`src/rtl/key_cmd_if.sv`:
```
// Key-event and command bundle between the debouncer side and key_cmd_ctrl.
interface key_cmd_if #(
  parameter int unsigned SPD_W = 8
);
  logic [3:0]       key_flag;
  logic [3:0]       key_value;
  logic [1:0]       mode;
  logic [SPD_W-1:0] speed;
  logic             run_en;
  logic             cmd_valid;
  logic             estop_active;

  modport master (
    output key_flag, key_value,
    input  mode, speed, run_en, cmd_valid, estop_active
  );

  modport slave (
    input  key_flag, key_value,
    output mode, speed, run_en, cmd_valid, estop_active
  );
endinterface

```
`src/rtl/key_cmd_ctrl.sv`:
```
// Turns debounced key events into drive mode and speed setpoint, with
// emergency stop, fixed-priority arbitration and hold-to-repeat speed keys.
module key_cmd_ctrl #(
  parameter int unsigned HOLD_CYCLES   = 25000000,
  parameter int unsigned REPEAT_CYCLES = 5000000,
  parameter int unsigned SPD_W         = 8,
  parameter int unsigned SPD_STEP      = 10,
  parameter int unsigned SPD_MAX       = 250
) (
  input  logic      sys_clk,
  input  logic      sys_rst_n,
  key_cmd_if.slave  bus
);

  localparam int unsigned CNT_MAX = (HOLD_CYCLES > REPEAT_CYCLES) ? HOLD_CYCLES : REPEAT_CYCLES;
  localparam int unsigned CNT_W   = (CNT_MAX < 2) ? 1 : $clog2(CNT_MAX);

  typedef enum logic [1:0] {MODE_STOP, MODE_FWD, MODE_REV, MODE_AUTO} mode_e;
  typedef enum logic {PH_HOLD, PH_REPEAT} phase_e;

  mode_e            mode_q, mode_n;
  phase_e           phase_q, phase_n;
  logic [SPD_W-1:0] speed_q, speed_n;
  logic [CNT_W-1:0] cnt_q, cnt_n;
  logic             estop_q, estop_n;
  logic             up_q, up_n, dn_q, dn_n;
  logic             run_en_q, run_en_n;
  logic             cmd_valid_q, cmd_valid_n;

  logic [3:0]       press, release_ev;
  logic             up_rel, dn_rel;
  logic [SPD_W:0]   spd_sum;
  logic [SPD_W-1:0] spd_up, spd_dn;

  assign press      = bus.key_flag & ~bus.key_value;
  assign release_ev = bus.key_flag &  bus.key_value;

  // Saturating step values; one extra bit keeps the up-step from wrapping.
  assign spd_sum = {1'b0, speed_q} + (SPD_W+1)'(SPD_STEP);
  assign spd_up  = (spd_sum > (SPD_W+1)'(SPD_MAX)) ? SPD_W'(SPD_MAX) : spd_sum[SPD_W-1:0];
  assign spd_dn  = (speed_q >= SPD_W'(SPD_STEP)) ? (speed_q - SPD_W'(SPD_STEP)) : '0;

  always_ff @(posedge sys_clk or negedge sys_rst_n) begin
    if (!sys_rst_n) begin
      mode_q      <= MODE_STOP;
      phase_q     <= PH_HOLD;
      speed_q     <= '0;
      cnt_q       <= '0;
      estop_q     <= 1'b0;
      up_q        <= 1'b0;
      dn_q        <= 1'b0;
      run_en_q    <= 1'b0;
      cmd_valid_q <= 1'b0;
    end else begin
      mode_q      <= mode_n;
      phase_q     <= phase_n;
      speed_q     <= speed_n;
      cnt_q       <= cnt_n;
      estop_q     <= estop_n;
      up_q        <= up_n;
      dn_q        <= dn_n;
      run_en_q    <= run_en_n;
      cmd_valid_q <= cmd_valid_n;
    end
  end

  // Priority: estop press > mode key > speed press > auto-repeat.
  always_comb begin
    mode_n  = mode_q;
    phase_n = phase_q;
    speed_n = speed_q;
    cnt_n   = cnt_q;
    estop_n = estop_q;
    up_rel  = up_q & ~release_ev[1];
    dn_rel  = dn_q & ~release_ev[2];
    up_n    = up_rel;
    dn_n    = dn_rel;

    if (press[3]) begin
      mode_n  = MODE_STOP;
      speed_n = '0;
      estop_n = 1'b1;
      up_n    = 1'b0;
      dn_n    = 1'b0;
      cnt_n   = '0;
      phase_n = PH_HOLD;
    end else begin
      if (release_ev[3]) estop_n = 1'b0;
      if (!estop_q && press[0]) begin
        mode_n = mode_e'(mode_q + 2'd1);
      end else if (!estop_q && (press[1] || press[2])) begin
        cnt_n   = '0;
        phase_n = PH_HOLD;
        if (press[1]) up_n = 1'b1;
        if (press[2]) dn_n = 1'b1;
        if (press[1] && !press[2])      speed_n = spd_up;
        else if (press[2] && !press[1]) speed_n = spd_dn;
      end else if (up_rel ^ dn_rel) begin
        if ((up_rel != up_q) || (dn_rel != dn_q)) begin
          cnt_n   = '0;
          phase_n = PH_HOLD;
        end else if ((phase_q == PH_HOLD) && (cnt_q == CNT_W'(HOLD_CYCLES - 1))) begin
          speed_n = up_rel ? spd_up : spd_dn;
          cnt_n   = '0;
          phase_n = PH_REPEAT;
        end else if ((phase_q == PH_REPEAT) && (cnt_q == CNT_W'(REPEAT_CYCLES - 1))) begin
          speed_n = up_rel ? spd_up : spd_dn;
          cnt_n   = '0;
        end else begin
          cnt_n = cnt_q + CNT_W'(1);
        end
      end
    end

    if (!up_n && !dn_n) cnt_n = '0;

    run_en_n    = (mode_n != MODE_STOP);
    cmd_valid_n = (mode_n != mode_q) || (speed_n != speed_q);
  end

  assign bus.mode         = mode_q;
  assign bus.speed        = speed_q;
  assign bus.run_en       = run_en_q;
  assign bus.cmd_valid    = cmd_valid_q;
  assign bus.estop_active = estop_q;

endmodule

```
`src/flat_wrapper.sv`:
```
// flat-port wrapper written by rule: the top's interface ports become plain ports
module key_cmd_ctrl_flat 
#(
  parameter int unsigned HOLD_CYCLES   = 25000000,
  parameter int unsigned REPEAT_CYCLES = 5000000,
  parameter int unsigned SPD_W         = 8,
  parameter int unsigned SPD_STEP      = 10,
  parameter int unsigned SPD_MAX       = 250
)
  (sys_clk, sys_rst_n, bus_key_flag, bus_key_value, bus_mode, bus_speed, bus_run_en, bus_cmd_valid, bus_estop_active);
  key_cmd_if #(.SPD_W(SPD_W)) bus_i ();
  input  logic sys_clk;
  input  logic sys_rst_n;
  input wire logic [$bits(bus_i.key_flag)-1:0] bus_key_flag;
  input wire logic [$bits(bus_i.key_value)-1:0] bus_key_value;
  output wire logic [$bits(bus_i.mode)-1:0] bus_mode;
  output wire logic [$bits(bus_i.speed)-1:0] bus_speed;
  output wire logic [$bits(bus_i.run_en)-1:0] bus_run_en;
  output wire logic [$bits(bus_i.cmd_valid)-1:0] bus_cmd_valid;
  output wire logic [$bits(bus_i.estop_active)-1:0] bus_estop_active;
  assign bus_i.key_flag = bus_key_flag;
  assign bus_i.key_value = bus_key_value;
  assign bus_mode = bus_i.mode;
  assign bus_speed = bus_i.speed;
  assign bus_run_en = bus_i.run_en;
  assign bus_cmd_valid = bus_i.cmd_valid;
  assign bus_estop_active = bus_i.estop_active;
  key_cmd_ctrl #(.HOLD_CYCLES(HOLD_CYCLES), .REPEAT_CYCLES(REPEAT_CYCLES), .SPD_W(SPD_W), .SPD_STEP(SPD_STEP), .SPD_MAX(SPD_MAX)) u_core (.sys_clk(sys_clk), .sys_rst_n(sys_rst_n), .bus(bus_i));
endmodule
```
`config.mk`:
```
export PLATFORM = sky130hd
export DESIGN_NAME = key_cmd_ctrl_flat
export DESIGN_NICKNAME = d
export VERILOG_FILES = /design/src/rtl/key_cmd_if.sv /design/src/rtl/key_cmd_ctrl.sv /design/src/flat_wrapper.sv
export SDC_FILE = /design/constraint.sdc
export NUM_CORES = 1
export LEC_CHECK = 0
export BUFFER_PORTS_ARGS = -buffer_cell sky130_fd_sc_hd__clkbuf_2
export CORE_MARGIN = 4
export CORE_UTILIZATION = 55
export CTS_BUF_LIST = sky130_fd_sc_hd__clkbuf_8
export DETAILED_ROUTE_END_ITERATION = 8
export GPL_ROUTABILITY_DRIVEN = 0
export GPL_TIMING_DRIVEN = 0
export PLACE_DENSITY = 0.77
export SETUP_SLACK_MARGIN = 0.02
export SLEW_MARGIN = 15
export SYNTH_ARGS = -nofsm -noshare
export SYNTH_HDL_FRONTEND = slang
export SYNTH_SLANG_ARGS = --single-unit
```
`constraint.sdc`:
```
create_clock -name sys_clk -period 3.8 [get_ports sys_clk]
set_input_delay 0.38 -clock sys_clk [delete_from_list [all_inputs] [get_ports sys_clk]]
set_output_delay 0.38 -clock sys_clk [all_outputs]
set_load 0.005 [all_outputs]
```
Word level (Yosys, flattened, before mapping)
Index checks and enable logic that the tools add are counted.
{ "totals": {"register_bits": 41, "inputBits": 10, "output_inout_bits": 13, "word_cells": 92} }
{ "classes": {"add_sub_neg": 4, "magnitude_cmp": 2, "n_eq_ne": 8, "mux": 38, "bitwise_logic": 9, "reduce_logical": 22} }
{ "ops": {"columns": ["operator", "count"], "rows": [
  ["25-bit two-way mux", 8],
  ["8-bit two-way mux", 12],
  ["25-bit by 1-bit adder with 25-bit output, second input constant", 1],
  ["25-bit by 23-bit equality test with 1-bit output, second input constant", 1],
  ["25-bit equality test, second input constant", 1],
  ["1-bit two-way mux", 16],
  ["8-bit by 4-bit adder with 9-bit output, second input constant", 1],
  ["9-bit by 8-bit > comparator with 1-bit output, second input constant", 1],
  ["4-bit AND", 2],
  ["8-bit by 4-bit >= comparator with 1-bit output, second input constant", 1],
  ["8-bit != test", 1],
  ["4-bit nonzero test", 2],
  ["8-bit by 4-bit subtractor with 8-bit output, second input constant", 1],
  ["1-bit logical AND", 7],
  ["1-bit logical NOT", 5],
  ["2-bit two-way mux", 2],
  ["4-bit inverter", 1],
  ["2-bit nonzero test", 2],
  ["1-bit logical OR", 3],
  ["3-bit by 2-bit != test with 1-bit output, second input constant", 1],
  ["1-bit inverter", 3],
  ["3-bit AND reduction", 1],
  ["3-bit nonzero test", 1],
  ["2-bit by 1-bit adder with 2-bit output, second input constant", 1],
  ["6 further kinds", 8]
]} }

Depth between registers and ports, before layout
{ "depth": {"word_depth": 13, "mapped_depth": 12, "mapped_depth_nobuf": 10} }

Worst setup path before layout
Ideal clock, no wire load.
{ "synth_timing": {"path_type": "reg-to-reg", "start": "reg u_core.speed_q[1] (netlist: u_core.bus.speed[1])", "end": "reg u_core.cmd_valid_q (netlist: u_core.bus.cmd_valid)", "setup_time_ns": 0.146, "arrival_ns": 2.631, "t_required_ns": 3.654, "slack_ns": 1.023, "path_stages_with_launch": 12, "path_buffers": 1, "synth_period_minus_slack_ns": 2.777, "path_cell_list": "dfrtp_1 -> buf_2 -> inv_1 -> ha_1 -> nor3_1 -> nor3b_1 -> nand3_1 -> o21a_1 -> a2111oi_0 -> a211oi_2 -> a2111oi_1 -> nand4_1"} }
{ "synth_via": {"elab_chain_len": 13, "word_cells_on_any_way": 18, "cone_classes": "2 x add/sub; 2 x order compare; 1 x eq/ne; 12 x mux; 1 x reduce/logical"} }
{ "synth_rtl": {"columns": ["element", "line", "text"], "rows": [
  ["start: declaration", "key_cmd_ctrl.sv:23", "logic [SPD_W-1:0] speed_q, speed_n;"],
  ["start signal: assignment", "key_cmd_ctrl.sv:57", "speed_q <= speed_n;"],
  ["8-bit by 4-bit adder with 9-bit output", "key_cmd_ctrl.sv:39", "assign spd_sum = {1'b0, speed_q} + (SPD_W+1)'(SPD_STEP);"],
  ["9-bit by 8-bit > comparator with 1-bit output", "key_cmd_ctrl.sv:40", "assign spd_up = (spd_sum > (SPD_W+1)'(SPD_MAX)) ? SPD_W'(SPD_MAX) : spd_sum[SPD_W-1:0];"],
  ["8-bit two-way mux", "key_cmd_ctrl.sv:40", null],
  ["8-bit two-way mux", "key_cmd_ctrl.sv:103, key_cmd_ctrl.sv:107", null],
  ["8-bit two-way mux", "key_cmd_ctrl.sv:106", "end else if ((phase_q == PH_REPEAT) && (cnt_q == CNT_W'(REPEAT_CYCLES - 1))) begin"],
  ["8-bit two-way mux", "key_cmd_ctrl.sv:102", "end else if ((phase_q == PH_HOLD) && (cnt_q == CNT_W'(HOLD_CYCLES - 1))) begin"],
  ["8-bit two-way mux", "key_cmd_ctrl.sv:99", "if ((up_rel != up_q) || (dn_rel != dn_q)) begin"],
  ["8-bit two-way mux", "key_cmd_ctrl.sv:98", "end else if (up_rel ^ dn_rel) begin"],
  ["8-bit two-way mux", "key_cmd_ctrl.sv:91", "end else if (!estop_q && (press[1] || press[2])) begin"],
  ["8-bit two-way mux", "key_cmd_ctrl.sv:89", "if (!estop_q && press[0]) begin"],
  ["8-bit two-way mux", "key_cmd_ctrl.sv:79", "if (press[3]) begin"],
  ["8-bit != test *", "key_cmd_ctrl.sv:118", "cmd_valid_n = (mode_n != mode_q) || (speed_n != speed_q);"],
  ["1-bit logical OR *", "key_cmd_ctrl.sv:118", null],
  ["via u_core.cmd_valid_n", "key_cmd_ctrl.sv:28", "logic cmd_valid_q, cmd_valid_n;"],
  ["end signal: assignment", "key_cmd_ctrl.sv:63", "cmd_valid_q <= cmd_valid_n;"],
  ["end: declaration", "key_cmd_ctrl.sv:28", null]
]} }
Mark *: on every way through the listed nets, which the timed path passes. The rest lies on a longest branch.
A chain may end at the register's enable or synchronous reset.

Worst setup path after layout
Same ends and word-level chain as after synthesis.

==> metrics.csv <==
stage,metric,value,unit
outcome,status,completed,
global_route,antenna_found_initial,0,
global_route,gr-total-overflow,0,
pwr,power.density,396.8,nW/um2
setup_path,arrival,3.45,ns
clock_tree,postCtsSetupBuffers,0,
yosys,synth_edf_count,0,
sta,setup_viol,0,
yosys,ys_warn_count,0,
finish,fillers,551,
floorplanning,dieWidth,87.50,um
sta,hold_ws,0.2525,ns
setup_path,worstSetupStartpointType,register,
floorplanning,core_area,6026,um2
sta,slew_headroom,30.63,%
sta,finalMaxSlewViolations,0,
floorplanning,io_pins,23,
sta,hold_viol,0,
drt,postRouteAntennaNets,0,
yosys,avgSynthCellArea,8.198,um2
clock_tree,cts-resized-gates,0,
hold_path,hold_class,input port to async pin,
clock_tree,cts.path.max_buffers,2,
clock_tree,ctsRootBufferMaster,clkbuf_8,
floorplanning,dieArea,7655,um2
setup_path,reg2reg_depth,11,
sta,fin_crit_sh,86.57,%
setup_path,critPathMaxFanout,10,
yosys,syn_nets,439,
flow_run,drv_cap,0,
global_route,grt_max_degree,42,
sta,min_period,3.290,ns
finish,seq_area,1026,um2
setup_path,r2r_setup_slack,0.51,ns
sta,rsz0062_at_grt,false,
pwr,power.leakage,1.556,nW
finish,fin_nets,468,
pwr,vdd_drop_max,0.2941,mV
placed_design,port_buffers,22,
setup_path,worstPathRequired,3.96,ns
sta,max_freq,0.3040,GHz
yosys,synth_area,3476,um2
drt,drc,0,
drt,firstDrtPassIters,6,
drt,vias,3611,
pwr,power.total,1.505,mW
finish,drive_gt1_share,16.96,%
sta,fin_skew,0.008077,ns
clock_tree,numCtsBuffers,5,
setup_path,worst_setup_path_end_kind,register,
clock_tree,htreeDepth,2,
drt,wl,9933,um
global_route,grt_use_total,26.52,%
drt,via_per_inst,6.826,
sta,setup_tns,0,ns
setup_path,r2r-start,u_core.bus.speed[1],
clock_tree,insertion_delay,0.30,ns
yosys,ys.flop_type,dfrtp_1,
setup_path,critical_path_class,register to register,
floorplanning,start_util,57.68,%
floorplanning,die_y,87.50,um
setup_path,r2r-end,u_core.bus.cmd_valid,
yosys,synth-seq-area-share,29.52,%
global_route,grt_pass1_wl,16240,um
yosys,ys_ff_latch,41,
floorplanning,rows,28,
global_route,grt_pass1_vias,3551,
finish,multi_input_area,2253,um2
drt,drt_iter0_drc,416,
clock_tree,clkTransAtPathRegs,0.09,ns
finish,n_antenna_cell,0,
yosys,syn_inst,424,
clock_tree,postCtsHoldBufs,0,
sta,tightest_slew,1.041,ns
clock_tree,cts_sinks,41,
finish,postLayoutCoreUtil,62.94,%
clock_tree,cts_tree,built,
finish,area_delta_synth_final,9.107,%
yosys,async_flop_share,100.0,%
yosys,ys_types,84,
placed_design,dp_hpwl,7120,um
drt,wl_per_cell,18.78,um
-- worst max-delay path by stage --
| stage | startpoint | end | slack, ns | cells past startpoint |
|---|---|---|---|---|
| after detailed placement | u_core.bus.speed[2] | u_core.bus.cmd_valid | 0.64 | 12 |
| after global routing | u_core.bus.speed[1] | u_core.bus.cmd_valid | 0.16 | 11 |
| after CTS | u_core.bus.speed[1] | u_core.bus.cmd_valid | 0.63 | 11 |
| after floorplan | u_core.bus.speed[1] | u_core.bus.cmd_valid | 1.02 | 11 |
| final | u_core.bus.speed[1] | u_core.bus.cmd_valid | 0.51 | 11 |
| after global placement | u_core.bus.speed[1] | u_core.bus.cmd_valid | 0.64 | 11 |
-- cells by family after synthesis --
| logic type | count (synthesis) | synth area share [%] |
|---|---|---|
| XOR/XNOR | 22 | 5.544 |
| multiplexers | 3 | 1.044 |
| AND/OR/NAND/NOR | 191 | 30.38 |
| adder cells (fa/ha/maj) | 5 | 1.800 |
| buffers and inverters | 32 | 5.652 |
| flip-flops | 41 | 29.52 |
| AO/OA/AOI/OAI | 130 | 26.06 |
-- state kept, by name, summed over array words and instances, names as in the netlist --
name,count
u_core.cnt_q,25
u_core.bus.speed,8
u_core.bus.mode,2
u_core.bus.cmd_valid,1
u_core.bus.estop_active,1
u_core.bus.run_en,1
u_core.dn_q,1
u_core.phase_q,1
u_core.up_q,1
-- worst max-delay path, stage by stage, from the launching register on --
cell       delay [ns]
dfrtp_1          0.52
buf_2            0.28
inv_1            0.09
ha_1             0.35
nor3_1           0.06
nor3b_1          0.30
nand3_1          0.15
o21a_1           0.28
a2111oi_0        0.57
a211oi_2         0.09
a2111oi_1        0.33
nand4_1          0.14
-- power breakdown --
| part | leakage (nW) | internal, mW | switching (mW) |
|---|---|---|---|
| clock network | 0.0585 | 0.197 | 0.161 |
| registers | 0.556 | 0.467 | 0.0359 |
| logic | 0.942 | 0.242 | 0.401 |
-- synthesized netlist by cell type (all sizes together), types with 3 or more instances --
library cell	number	area share [%]
xor2	13	3.3
nand4	9	1.6
and2	6	1.1
a211oi	3	0.79
buf	15	3.2
a31oi	8	1.4
nand3	17	2.4
nor2b	6	1.1
o22ai	4	0.72
nand2	43	4.6
nor3b	4	1.3
o31ai	5	1.1
o211ai	5	1.1
o221ai	3	0.94
o2111ai	6	1.7
ha	5	1.8
clkbuf	9	1.5
and3	9	1.6
o21a	4	0.86
nor2	43	4.8
a21boi	3	0.65
xnor2	9	2.3
nor3	20	3.2
dfrtp	41	30
nor4	5	1.5
a21oi	21	3.3
nand2b	7	1.3
a21o	3	0.65
inv	8	0.86
or4	3	0.76
o21ai	41	6.1
nand4b	3	0.76
a2111oi	6	2.1
-- cell type report --
type / count / area share (%)
clock inverter: 3 / 1.155
sequential: 41 / 27.05
clock buffer: 5 / 1.815
multi-input combinational: 351 / 59.42
buffer: 24 / 4.388
inverter: 8 / 0.7918
tap: 75 / 2.474
timing repair buffer: 22 / 2.903
-- through the flow --
| step | std cells | cell area (um2) | setup slack, ns |
|---|---|---|---|
| 2_1_floorplan | 424 | 3476 | 1.023 |
| 3_3_place_gp | 521 | 3680 | 0.6424 |
| 3_5_place_dp | 521 | 3680 | 0.6445 |
| 4_1_cts | 529 | 3792 | 0.6310 |
| 5_1_grt | 529 | 3792 | 0.1633 |
| 6_report | 529 | 3792 | 0.5105 |
-- metal layers --
metal / routed length (um) / track usage (%)
met2: 4748 / 45.21
met1: 3961 / 32.23
met3: 855 / 3.595
met4: 368 / 14.09
met5: 0 / 0
-- cells in the final DEF, fill, tap and decap left out, drive strengths merged, types with 3 or more instances in the layout --
cell,synthesis,routed
o2111ai,6,6
a31oi,8,8
a21boi,3,3
o211ai,5,5
ha,5,5
nor4,5,5
a2111oi,6,6
or4,3,3
nor2,43,43
nand2b,7,7
nor3,20,20
and3,9,9
nand3,17,17
buf,15,15
xnor2,9,9
nor3b,4,4
nand4,9,9
nor2b,6,6
and2,6,6
a211oi,3,3
clkbuf,9,36
o31ai,5,5
o22ai,4,4
xor2,13,13
o21a,4,4
inv,8,9
nand4b,3,3
o221ai,3,3
a21oi,21,21
a21o,3,3
dfrtp,41,41
o21ai,41,41
nand2,43,43
No activity file was read; power rests on OpenSTA's default activity.
